File: src/rtl/usb_pkg.sv
// Shared definitions for the USB byte-path blocks: byte width, scheduler
// state encoding and a constant-evaluable ceil(log2) helper.
package usb_pkg;

    localparam int unsigned BYTE_W = 8;

    typedef logic [1:0] state_t;

    localparam state_t StIdle = 2'd0;
    localparam state_t StSend = 2'd1;
    localparam state_t StGap  = 2'd2;

    // Index width for n items; never below one bit so single-entry users still get a port.
    function automatic int unsigned clog2(input int unsigned n);
        int unsigned r;
        r = 0;
        while ((32'd1 << r) < n) begin
            r = r + 1;
        end
        return (r == 0) ? 1 : r;
    endfunction

endpackage

File: src/rtl/usb_rr_pick.sv
// Combinational round-robin picker: returns the first valid requester after
// last_grant_i, wrapping modulo NUM_REQ. last_grant_i itself has lowest priority.
module usb_rr_pick
    import usb_pkg::*;
#(
    parameter  int unsigned NUM_REQ = 4,
    localparam int unsigned ID_W    = clog2(NUM_REQ)
) (
    input  logic [NUM_REQ-1:0] req_valid_i,
    input  logic [ID_W-1:0]    last_grant_i,
    output logic               any_valid_o,
    output logic [ID_W-1:0]    pick_o
);

    // Scan from the farthest offset down so the nearest valid index wins last.
    always_comb begin
        logic [ID_W-1:0] idx;
        idx         = '0;
        pick_o      = '0;
        any_valid_o = |req_valid_i;
        for (int off = int'(NUM_REQ); off >= 1; off--) begin
            idx = ID_W'((int'(last_grant_i) + off) % int'(NUM_REQ));
            if (req_valid_i[idx]) begin
                pick_o = idx;
            end
        end
    end

endmodule

File: src/rtl/usb_tx_scheduler.sv
// Shares the single USB byte-write path among NUM_REQ byte sources.
// Round-robin grant per burst, burst length cap, and a forced idle gap after
// every issued byte so the downstream FT232H block is never overrun.
module usb_tx_scheduler
    import usb_pkg::*;
#(
    parameter  int unsigned NUM_REQ   = 4,
    parameter  int unsigned MAX_BURST = 16,
    parameter  int unsigned MIN_GAP   = 4,
    localparam int unsigned ID_W      = clog2(NUM_REQ)
) (
    input  logic                      CLOCK_50,
    input  logic                      reset,
    input  logic [NUM_REQ-1:0]        req_valid,
    input  logic [BYTE_W*NUM_REQ-1:0] req_data,
    input  logic [NUM_REQ-1:0]        req_last,
    output logic [NUM_REQ-1:0]        req_ready,
    input  logic                      usb_tx_ready,
    output logic                      write_request,
    output logic [BYTE_W-1:0]         write_data,
    output logic [ID_W-1:0]           grant_id,
    output logic                      busy
);

    localparam logic [7:0]      MaxBurst = 8'(MAX_BURST);
    localparam logic [7:0]      MinGap   = 8'(MIN_GAP);
    localparam logic [ID_W-1:0] LastIdx  = ID_W'(NUM_REQ - 1);

    state_t              state_q, state_d;
    logic [ID_W-1:0]     grant_q, grant_d;
    logic [ID_W-1:0]     last_grant_q, last_grant_d;
    logic [7:0]          burst_cnt_q, burst_cnt_d;
    logic [7:0]          gap_cnt_q, gap_cnt_d;
    logic                cont_q, cont_d;        // burst continues after the current gap
    logic                wr_req_q, wr_req_d;
    logic [BYTE_W-1:0]   wr_data_q, wr_data_d;

    logic                any_valid;
    logic [ID_W-1:0]     pick;
    logic                cur_valid;
    logic                cur_last;
    logic [BYTE_W-1:0]   cur_data;
    logic [7:0]          cnt_inc;
    logic                burst_end;

    usb_rr_pick #(
        .NUM_REQ (NUM_REQ)
    ) u_pick (
        .req_valid_i  (req_valid),
        .last_grant_i (last_grant_q),
        .any_valid_o  (any_valid),
        .pick_o       (pick)
    );

    // Select the granted requester's byte lane.
    always_comb begin
        cur_data = '0;
        for (int i = 0; i < int'(NUM_REQ); i++) begin
            if (grant_q == ID_W'(i)) begin
                cur_data = req_data[i*BYTE_W +: BYTE_W];
            end
        end
    end

    // Next-state logic for arbitration, byte issue and inter-byte gap.
    always_comb begin
        state_d      = state_q;
        grant_d      = grant_q;
        last_grant_d = last_grant_q;
        burst_cnt_d  = burst_cnt_q;
        gap_cnt_d    = gap_cnt_q;
        cont_d       = cont_q;
        wr_req_d     = 1'b0;
        wr_data_d    = wr_data_q;
        req_ready    = '0;

        cur_valid = req_valid[grant_q];
        cur_last  = req_last[grant_q];
        cnt_inc   = (burst_cnt_q < MaxBurst) ? burst_cnt_q + 8'd1 : burst_cnt_q;
        burst_end = cur_last || (cnt_inc >= MaxBurst);

        unique case (state_q)
            StIdle: begin
                // Arbitration cycle: no byte is accepted here.
                if (any_valid) begin
                    grant_d     = pick;
                    burst_cnt_d = '0;
                    state_d     = StSend;
                end
            end
            StSend: begin
                req_ready[grant_q] = usb_tx_ready;
                if (!cur_valid) begin
                    // Source dropped out: its burst is over.
                    last_grant_d = grant_q;
                    state_d      = StIdle;
                end else if (usb_tx_ready) begin
                    wr_req_d    = 1'b1;
                    wr_data_d   = cur_data;
                    burst_cnt_d = cnt_inc;
                    cont_d      = !burst_end;
                    if (burst_end) begin
                        last_grant_d = grant_q;
                    end
                    if (MIN_GAP > 0) begin
                        state_d   = StGap;
                        gap_cnt_d = MinGap;
                    end else begin
                        state_d = burst_end ? StIdle : StSend;
                    end
                end
            end
            StGap: begin
                gap_cnt_d = gap_cnt_q - 8'd1;
                if (gap_cnt_q <= 8'd1) begin
                    state_d = cont_q ? StSend : StIdle;
                end
            end
            default: begin
                state_d = StIdle;
            end
        endcase
    end

    // State registers; synchronous reset abandons any burst and pending pulse.
    always_ff @(posedge CLOCK_50) begin
        if (reset) begin
            state_q      <= StIdle;
            grant_q      <= '0;
            last_grant_q <= LastIdx;
            burst_cnt_q  <= '0;
            gap_cnt_q    <= '0;
            cont_q       <= 1'b0;
            wr_req_q     <= 1'b0;
            wr_data_q    <= '0;
        end else begin
            state_q      <= state_d;
            grant_q      <= grant_d;
            last_grant_q <= last_grant_d;
            burst_cnt_q  <= burst_cnt_d;
            gap_cnt_q    <= gap_cnt_d;
            cont_q       <= cont_d;
            wr_req_q     <= wr_req_d;
            wr_data_q    <= wr_data_d;
        end
    end

    assign write_request = wr_req_q;
    assign write_data    = wr_data_q;
    assign grant_id      = grant_q;
    assign busy          = (state_q != StIdle);

endmodule

File: config.mk
export PLATFORM = sky130hd
export DESIGN_NAME = usb_tx_scheduler
export DESIGN_NICKNAME = d
export VERILOG_FILES = /design/src/rtl/usb_pkg.sv /design/src/rtl/usb_rr_pick.sv /design/src/rtl/usb_tx_scheduler.sv
export SDC_FILE = /design/constraint.sdc
export NUM_CORES = 1
export LEC_CHECK = 0
export ABC_AREA = 1
export CAP_MARGIN = 20
export CORE_MARGIN = 4
export CORE_UTILIZATION = 40
export DETAILED_ROUTE_END_ITERATION = 7
export GPL_ROUTABILITY_DRIVEN = 0
export PLACE_DENSITY = 0.77
export SLEW_MARGIN = 20
export SYNTH_ARGS = -nofsm -noshare
export SYNTH_HDL_FRONTEND = slang
export SYNTH_HIERARCHICAL = 1
export SYNTH_SLANG_ARGS = --single-unit
File: constraint.sdc
create_clock -name CLOCK_50 -period 1.35 [get_ports CLOCK_50]
set_input_delay 0.135 -clock CLOCK_50 [delete_from_list [all_inputs] [get_ports CLOCK_50]]
set_output_delay 0.135 -clock CLOCK_50 [all_outputs]
set_load 0.01 [all_outputs]
==> results.json, run 1 <==
{
  "outcome": "finished, violations left",
  "violations": "setup timing",
  "cp.required_ps": 1540,
  "dp_hpwl_um": 4570,
  "clkTransAtPathRegs_ps": 70,
  "nNetsFinal": 478,
  "drcViolationCount": 0,
  "routedWlPerCell_um": 12.6,
  "ys_seq_area_frac": 0.306,
  "mostFrequentLayoutCells": "nand2_1, clkdlybuf4s50_1, buf_4",
  "reg2reg_slack_ps": -10,
  "area_growth_pct": 59.7,
  "start_util": 0.412,
  "clkLatencyLatePin_ps": 290,
  "grt_pass1_wl_um": 9820,
  "rows": 26,
  "coreArea_sq_um": 5070,
  "use_met3": 0.0594,
  "synth_fp_nets": 375,
  "dieWidth_um": 80.3,
  "drt-total-wl_um": 6330,
  "cts_tree": "yes",
  "worstSetupPathType": "reg -> reg",
  "drtIter0Drc": 160,
  "htree_levels": 2,
  "clk_path_buf_depth": 2,
  "start_kind": "register",
  "holdCritPathClass": "reg -> reg",
  "top_usage_layer": "met2",
  "hp-start": "burst_cnt_q[6]",
  "dr.pass1.iters": 4,
  "clock_skew_ps": 2.34,
  "ios": 59,
  "synth_area_sq_um": 2090,
  "tightestPinTransition_ps": 340,
  "cp-end-kind": "register",
  "grtUsageMet2": 0.358,
  "final.setup.worst_slack_ps": -13.5,
  "final_common_cell": "nand2_1",
  "synth-seq-cells": 32,
  "die_h_um": 80.3,
  "ir_worst_vdd_uv": 715,
  "grtUsageMet1": 0.206,
  "rsz0062_at_grt": "true",
  "clock_sinks": 32,
  "finalCritPeriodShare": 1.01,
  "vias_per_cell": 4.93,
  "post-place-ws_ps": -294,
  "clockRootBuffer": "clkbuf_8",
  "drive_gt1_frac": 0.309,
  "synthCells": 329,
  "p_leak_nw": 1.66,
  "timing.rr.end": "grant_id[0]",
  "hold_depth": 2,
  "die-area_sq_um": 6450,
  "max_slew_margin": 0.771,
  "ant_nets": 0,
  "grtUsageTotal": 0.192,
  "vias": 2478,
  "yosys_warnings": 6,
  "drv_slew": 0,
  "postLayoutCoreUtil": 0.658,
  "avgSynthCellArea_sq_um": 6.35,
  "powerDensity_nw_per_um2": 1170,
  "rr_startpoint": "last_grant_q[0]",
  "grt_pass1_vias": 2359,
  "maxCapViolCount": 0,
  "cts_inserted_buffers": 5,
  "portBuffers": 58,
  "max_freq_ghz": 0.733,
  "cp.arrival_ps": 1550,
  "reg2reg_depth": 9,
  "diodes": 0,
  "fin_crit_ps": 1360,
  "hold_viol": 0,
  "setup_violations": 2,
  "ys_types": 30,
  "antenna_found_initial": 0,
  "hold_path_end": "burst_cnt_q[6]",
  "overflow": 0,
  "grt_start_max_net_pins": 15,
  "cp_max_fo": 7
}
## power by group
| group | leakage, nW | internal (mW) | switching (mW) | total [mW] |
|---|---|---|---|---|
| logic | 1.36 | 0.861 | 1.10 | 1.96 |
| clock network | 0.0404 | 0.365 | 0.411 | 0.776 |
| registers | 0.263 | 1.05 | 0.110 | 1.15 |
| total | 1.66 | 2.27 | 1.62 | 3.89 |
## synth_stat cells
library cell	number	area [sq um]
a21oi_2	2	17.5
clkinv_2	1	5.00
nor2_8	1	20.0
nor2_1	28	105
nand2_1	112	420
inv_2	4	15.0
inv_1	29	109
o21ai_1	1	5.00
nand3_2	1	10.0
inv_4	3	18.8
o21ai_2	3	26.3
nor3_1	5	25.0
nor2_4	1	11.3
nand3b_1	1	7.51
nand4_1	7	43.8
nand2_4	4	45.0
buf_6	3	33.8
o21bai_1	2	15.0
clkbuf_1	3	11.3
dfxtp_1	32	641
nand2_2	14	87.6
o21ai_0	9	45.0
a21oi_1	16	80.1
or2_2	1	6.26
xor2_1	1	8.76
nand2_8	1	20.0
nand3_1	34	170
o211ai_1	6	45.0
ha_1	3	37.5
buf_2	1	5.00
## stage by stage
step	hold slack (ps)	TNS (ps)	cell area (sq um)	total power, mW	std cells
after floorplan	204	0	2090	2.18	329
after global placement	415	-3690	3000	2.83	486
after detailed placement	418	-3730	3000	2.85	486
after CTS	428	0	3120	3.64	495
after global routing	464	-250	3340	4.13	503
final	430	-26.1	3340	3.89	503
## logic make-up (layout without fill, tap and decap cells)
group,after synthesis,after routing,share of synthesized area
simple gates,210,212,0.465
buf+inv,44,146,0.0945
compound gates,39,39,0.112
xor+xnor,1,1,0.00419
fa+ha+maj,3,3,0.0180
flops,32,32,0.306
## final cells by class
cell class,count,area (sq um)
fill,429,1740
multi-input combinational,255,1430
timing repair buffer,101,916
sequential,32,657
inverter,37,153
tap,70,87.6
clock buffer,5,68.8
clock inverter,3,23.8
## critical path: stages (launching register included)
cell,delay [ps]
dfxtp_4,400
buf_8,150
o21ai_4,170
nand2_4,90
nand3_1,90
nand3_1,80
nand2_1,60
nand2_1,50
o21ai_1,120
a21oi_1,50
## state kept, by name (all words and copies together) (netlist names)
register / flops
burst_cnt_q: 8
last_grant_q: 2
gap_cnt_q: 8
cont_q: 1
write_data: 8
state_q: 2
grant_id: 2
write_request: 1
## routing by layer
layer / vias to the layer above / routed length (um)
met5: - / 0
met4: 0 / 131
met3: 15 / 425
met2: 81 / 3130
met1: 1116 / 2650
li1: 1266 / -
## worst max path at each step
stage	from	end	slack, ps
2_1_floorplan	gap_cnt_q[0]	gap_cnt_q[6]	70
3_3_place_gp	usb_tx_ready	req_ready[1]	-300
3_5_place_dp	usb_tx_ready	req_ready[1]	-290
4_1_cts	last_grant_q[0]	grant_id[1]	2
5_1_grt	last_grant_q[0]	grant_id[0]	-80
6_report	last_grant_q[0]	grant_id[0]	-10
## timing repair
| item | CTS | global route |
|---|---|---|
| gates resized for setup | 32 | 57 |
| hold buffers | 0 | 0 |
| cloned | 0 | 2 |
| pin swaps | 1 | 21 |
| endpoints found under the setup margin | 33 | 26 |
| buffers inserted | 1 | 7 |
(Power assumes the default switching activity.)
==> run 2, diff against run 1 <==
--- a/config.mk
+++ b/config.mk
@@ -5,13 +5,13 @@
 export SDC_FILE = /design/constraint.sdc
 export NUM_CORES = 1
 export LEC_CHECK = 0
-export ABC_AREA = 1
 export CAP_MARGIN = 20
 export CORE_MARGIN = 4
 export CORE_UTILIZATION = 40
 export DETAILED_ROUTE_END_ITERATION = 7
 export GPL_ROUTABILITY_DRIVEN = 0
-export PLACE_DENSITY = 0.77
+export GPL_TIMING_DRIVEN = 0
+export PLACE_DENSITY = 0.8
 export SLEW_MARGIN = 20
 export SYNTH_ARGS = -nofsm -noshare
 export SYNTH_HDL_FRONTEND = slang
==> run 2 against run 1 <==
The flow still finishes with violations (setup timing); maximum frequency is 25% lower; non-clock buffer count shrank 12; design area shrank 8.6%; clock-buffer cell count up 2; synthesized area decreased by 17%; routed wire length is 3.6% higher; power is 26% lower; core utilization grew 8.4 points.
==> results.json, run 2 <==
{
  "synth_area_leader_cell": "dfxtp_1",
  "ios": 59,
  "synth-simple-area-share": 0.266,
  "total_power_mw": 2.88,
  "drcViolationCount": 0,
  "synth_top_area_frac": 0.368,
  "synth_mux_area_frac": 0.164,
  "powerDensity_nw_per_um2": 944,
  "rsz0062_at_grt": "true",
  "p_leak_nw": 1.23,
  "cp_max_fo": 4,
  "ir_worst_vdd_uv": 521,
  "dr.pass1.iters": 4,
  "timing.rr.end": "burst_cnt_q[3]",
  "cp.depth": 4,
  "ys_seq_area_frac": 0.368,
  "synthFlopType": "dfxtp_1",
  "dp.cells": 305,
  "violations": "setup timing",
  "reg2reg_depth": 4,
  "reg2reg_slack_ps": -480,
  "drt-total-wl_um": 6560,
  "synth-seq-cells": 32,
  "clock_skew_ps": 13.0,
  "die-area_sq_um": 5480,
  "maxCapViolCount": 0,
  "vias_per_cell": 5.89,
  "path_buf_inv": 0,
  "portBuffers": 57,
  "crit_top_cell": "or4_4",
  "mostFrequentLayoutCells": "clkdlybuf4s50_1, dfxtp_1, nor2_1",
  "clkLatencyLatePin_ps": 290,
  "synth_fp_nets": 244,
  "tns_ps": -10060,
  "rows": 23,
  "clk_path_buf_depth": 2,
  "crit_start": "burst_cnt_q[6]",
  "routedWlPerCell_um": 19.6,
  "cp.required_ps": 1570,
  "cp-end-kind": "register",
  "cts_inserted_buffers": 5,
  "holdCritPathClass": "in -> reg",
  "htree_levels": 2,
  "die_h_um": 74.0,
  "drive_gt1_frac": 0.426,
  "async_reset_ff_frac": 0,
  "max_slew_margin": 0.514,
  "rr_startpoint": "burst_cnt_q[6]",
  "hold_viol": 0,
  "final.setup.worst_slack_ps": -480,
  "dieWidth_um": 74.0,
  "yosys_warnings": 6,
  "synth-xor-area-share": 0,
  "netlist_top_cells_count": "dfxtp_1, nand2_1, nor2_1",
  "final_cells": 334,
  "ys_top_cells_by_area": "dfxtp_1, mux4_2, nand2_1",
  "setup_violations": 37,
  "drv_slew": 0,
  "tightestPinTransition_ps": 728,
  "synthCells": 198,
  "critical_path.max_stage_delay_ps": 540,
  "crit_chain": "or4_4, or2_4, or4_4, a21boi_2",
  "cp.arrival_ps": 2050,
  "grt_pass1_wl_um": 8710,
  "avgSynthCellArea_sq_um": 8.80,
  "clockRootBuffer": "clkbuf_8",
  "drtIter0Drc": 175,
  "ant_nets": 0,
  "start_kind": "register",
  "outcome": "finished, violations left",
  "holdWs_ps": 403,
  "start_util": 0.424,
  "synth_top_family_by_area": "simple AND/OR/NAND/NOR gates",
  "grtUsageTotal": 0.208,
  "cts_tree": "yes",
  "coreArea_sq_um": 4120,
  "antenna_found_initial": 0,
  "overflow": 0,
  "synth_compound_area_frac": 0.142,
  "finalCritPeriodShare": 1.36,
  "yosysMostFrequentCell": "dfxtp_1",
  "grt_pass1_vias": 1911,
  "ys_types": 42,
  "critical-path-top-delay-family": "simple AND/OR/NAND/NOR gates",
  "area_growth_pct": 75.1,
  "critPathCapture": "burst_cnt_q[3]",
  "crit_path_top_delay_cell": "or4_4",
  "nNetsFinal": 330,
  "grt_start_max_net_pins": 11,
  "worstSetupPathType": "reg -> reg",
  "dp_hpwl_um": 3370,
  "fin_crit_ps": 1830,
  "max_freq_ghz": 0.547,
  "final_common_cell": "clkdlybuf4s50_1",
  "cts_hold_buf": 0,
  "synth_area_sq_um": 1740,
  "clkTransAtPathRegs_ps": 70,
  "clock_sinks": 32,
  "synth-adder-area-share": 0.0215,
  "diodes": 0,
  "vias": 1966,
  "synth_edf_count": 0
}
## run 2: cell count changes after synthesis, moves of 5 or more
cell	delta
o21ai_0	-7
nand4_1	-7
inv_1	-24
nand2b_1	+5
nand3_1	-25
mux2i_1	+6
mux4_2	+10
nand2_1	-83
nand2_2	-14
nor2_1	-9
## run 2: layer usage
metal | wire length [um] | global-route usage | up-vias
met3 | 501 | 0.0635 | 20
met1 | 2490 | 0.230 | 950
met2 | 3360 | 0.358 | 108
met4 | 213 | 0.111 | 0
li1 | - | - | 888
met5 | 0 | 0 | -
## run 2: final cells by class
type,instances,area [sq um]
inverters,5,18.8
plain buffers,9,96.3
clock buffers,7,96.3
repair buffers,80,790
multi-input cells,151,1340
fillers,262,1060
flip-flops and latches,32,652
well taps,50,62.6
## run 2: kinds of logic after synthesis
| family | Yosys count |
|---|---|
| AND/OR/NAND/NOR | 92 |
| AO/OA/AOI/OAI | 38 |
| flip-flops | 32 |
| buffers and inverters | 17 |
| multiplexers | 16 |
| adder cells (fa/ha/maj) | 3 |
## run 2: worst min-delay path by stage
stage	start	to	depth (start not counted)
after global routing	reset	state_q[1]	2
after detailed placement	write_data[7]	write_data[7]	2
after global placement	write_data[0]	write_data[0]	2
after CTS	reset	state_q[1]	2
after floorplan	usb_tx_ready	state_q[0]	3
final	reset	state_q[1]	2
## run 2: where the power goes
part	total [mW]	switching, mW	leakage (nW)	internal [mW]
clock	0.813	0.359	0.0503	0.454
sequential	1.07	0.0714	0.263	1.00
combinational	0.995	0.446	0.920	0.549
## run 2: repair_timing
| item | 4_1_cts | 5_1_grt |
|---|---|---|
| pin swaps | 28 | 25 |
| buffers inserted | 10 | 12 |
| cloned | 1 | 2 |
| endpoints found under the setup margin | 37 | 40 |
| gates resized for setup | 80 | 60 |
## run 2: metrics by stage
| step | worst slack, ps | area [sq um] | util |
|---|---|---|---|
| 2_1_floorplan | -384 | 1800 | - |
| 3_3_place_gp | -580 | 2440 | 0.592 |
| 4_1_cts | -456 | 2780 | 0.676 |
| 3_5_place_dp | -610 | 2440 | 0.592 |
| 6_report | -480 | 3050 | 0.742 |
| 5_1_grt | -526 | 3050 | 0.742 |
==> run 3, diff against run 2 <==
--- a/config.mk
+++ b/config.mk
@@ -6,12 +6,12 @@
 export NUM_CORES = 1
 export LEC_CHECK = 0
 export CAP_MARGIN = 20
-export CORE_MARGIN = 4
+export CORE_MARGIN = 5
 export CORE_UTILIZATION = 40
 export DETAILED_ROUTE_END_ITERATION = 7
 export GPL_ROUTABILITY_DRIVEN = 0
 export GPL_TIMING_DRIVEN = 0
-export PLACE_DENSITY = 0.8
+export PLACE_DENSITY = 0.78
 export SLEW_MARGIN = 20
 export SYNTH_ARGS = -nofsm -noshare
 export SYNTH_HDL_FRONTEND = slang
==> constraint.sdc (replaced) <==
create_clock -name CLOCK_50 -period 1.75 [get_ports CLOCK_50]
set_input_delay 0.175 -clock CLOCK_50 [delete_from_list [all_inputs] [get_ports CLOCK_50]]
set_output_delay 0.175 -clock CLOCK_50 [all_outputs]
set_load 0.01 [all_outputs]
==> run 3 against run 2 <==
Hold slack worse by 51 ps; the run still ends with setup timing left; largest power group unchanged; sequential share of layout area rose by 3.4 points; cell count shrank 4.2%.
==> results.json, run 3 (same netlist as run 2, synthesis figures left out) <==
{
  "outcome": "finished, violations left",
  "violations": "setup timing",
  "clock_sinks": 32,
  "cp.required_ps": 1960,
  "wl_met1_um": 1860,
  "total_power_mw": 1.97,
  "ios": 59,
  "critical_path.max_stage_delay_ps": 540,
  "portBuffers": 57,
  "clockRootBuffer": "clkbuf_8",
  "cp-end-kind": "register",
  "final_common_cell": "clkdlybuf4s50_1",
  "die_h_um": 76.0,
  "dieWidth_um": 76.0,
  "hold_viol": 0,
  "ir_worst_vdd_uv": 478,
  "p_int_mw": 1.43,
  "powerDensity_nw_per_um2": 757,
  "pwr-share-comb": 0.275,
  "sw_frac_of_total": 0.270,
  "drive_gt1_frac": 0.179,
  "fin_area_sq_um": 2600,
  "crit_chain": "or4_4, or2_0, buf_4, or4_1, a21boi_1",
  "vias": 1659,
  "placed_area_sq_um": 2400,
  "clkTransAtPathRegs_ps": 60,
  "grt_start_max_net_pins": 11,
  "tightestPinTransition_ps": 528,
  "grt_pass1_vias": 1664,
  "max_freq_ghz": 0.547,
  "drt-total-wl_um": 4350,
  "vias_per_cell": 5.18,
  "crit_path_top_delay_cell": "or4_4",
  "cts_tree": "yes",
  "clkLatencyLatePin_ps": 280,
  "cts_inserted_buffers": 5,
  "seqPwrFrac": 0.416,
  "start_kind": "register",
  "antenna_found_initial": 0,
  "fillerInstances": 374,
  "worstSetupPathType": "reg -> reg",
  "fin_crit_ps": 1830,
  "diodes": 0,
  "mostFrequentLayoutCells": "clkdlybuf4s50_1, dfxtp_1, nand2_1",
  "max_slew_margin": 0.646,
  "start_util": 0.406,
  "postLayoutCoreUtil": 0.605,
  "clock_skew_ps": 0.979,
  "clk_path_buf_depth": 2,
  "coreArea_sq_um": 4290,
  "finalCritPeriodShare": 1.04,
  "drv_slew": 0,
  "nNetsFinal": 314,
  "final_cells": 320,
  "dr.max_layer_used": "met4",
  "holdCritPathClass": "in -> reg",
  "overflow": 0,
  "ant_nets": 0,
  "route.met2.wl_um": 2020,
  "dp_hpwl_um": 3280,
  "rows": 24,
  "routedWlPerCell_um": 13.6,
  "clkPwrFrac": 0.310,
  "drtIter0Drc": 109,
  "htree_levels": 2,
  "cp_max_fo": 7,
  "holdWs_ps": 352,
  "dp.cells": 307,
  "p_sw_uw": 531,
  "grt_pass1_wl_um": 7300,
  "dr_wl_met3_um": 410,
  "setup_violations": 2,
  "grtUsageTotal": 0.152,
  "die-area_sq_um": 5780,
  "maxCapViolCount": 0,
  "drcViolationCount": 0,
  "rsz0062_at_grt": "true",
  "area_growth_pct": 49.0,
  "final.setup.worst_slack_ps": -78.0,
  "dr.pass1.iters": 4,
  "cp.arrival_ps": 2040,
  "p_leak_nw": 0.996
}
## run 3: per-stage QoR
step,setup WS [ps],TNS (ps)
floorplan,13.4,0
CTS,-93.3,-136
global placement,-341,-6480
global route,-154,-454
finish,-78.0,-88.5
detailed placement,-408,-7530
## run 3: layout make-up
type | count | area, sq um | area share
Buffer | 9 | 57.6 | 0.0222
Clock buffer | 7 | 96.3 | 0.0371
Inverter | 5 | 18.8 | 0.00723
Multi-Input combinational cell | 149 | 1080 | 0.417
Sequential cell | 32 | 644 | 0.248
Tap cell | 52 | 65.1 | 0.0250
Timing Repair Buffer | 66 | 632 | 0.243
## run 3: worst paths after layout
check | cells after the start | slack (ps) | from | end
hold reg to reg | 2 | 450 | write_data[3] | write_data[3]
setup reg to reg | 5 | -80 | burst_cnt_q[7] | burst_cnt_q[3]
hold / removal | 3 | 350 | reset | last_grant_q[0]
setup / recovery | 5 | -80 | burst_cnt_q[7] | burst_cnt_q[3]
## run 3: power groups by stage
| stage | registers (mW) | logic, mW | clock network [mW] |
|---|---|---|---|
| 2_1_floorplan | 0.822 | 0.302 | 0 |
| 3_3_place_gp | 0.820 | 0.505 | 0 |
| 3_5_place_dp | 0.821 | 0.512 | 0 |
| 4_1_cts | 0.816 | 0.525 | 0.616 |
| 5_1_grt | 0.823 | 0.594 | 0.646 |
| 6_report | 0.817 | 0.540 | 0.609 |
## run 3: per-layer routing
layer,up-vias,GRT usage
met5,-,0
li1,848,-
met4,0,0.0480
met1,756,0.175
met2,51,0.253
met3,4,0.0662
## run 3: repair_timing
item                                    4_1_cts  5_1_grt
gates resized for setup                      19        9
endpoints found under the setup margin       28       26
setup buffers                                 5        4
pin swaps                                     3        8
cloned                                        0        0
hold buffers                                  0        0
## run 3: critical path: cells and delay by family, from the launching register on
kind / cells / cell delay (ps)
AND/OR/NAND/NOR: 3 / 1140
flip-flops: 1 / 320
buffers and inverters: 1 / 150
AO/OA/AOI/OAI: 1 / 150
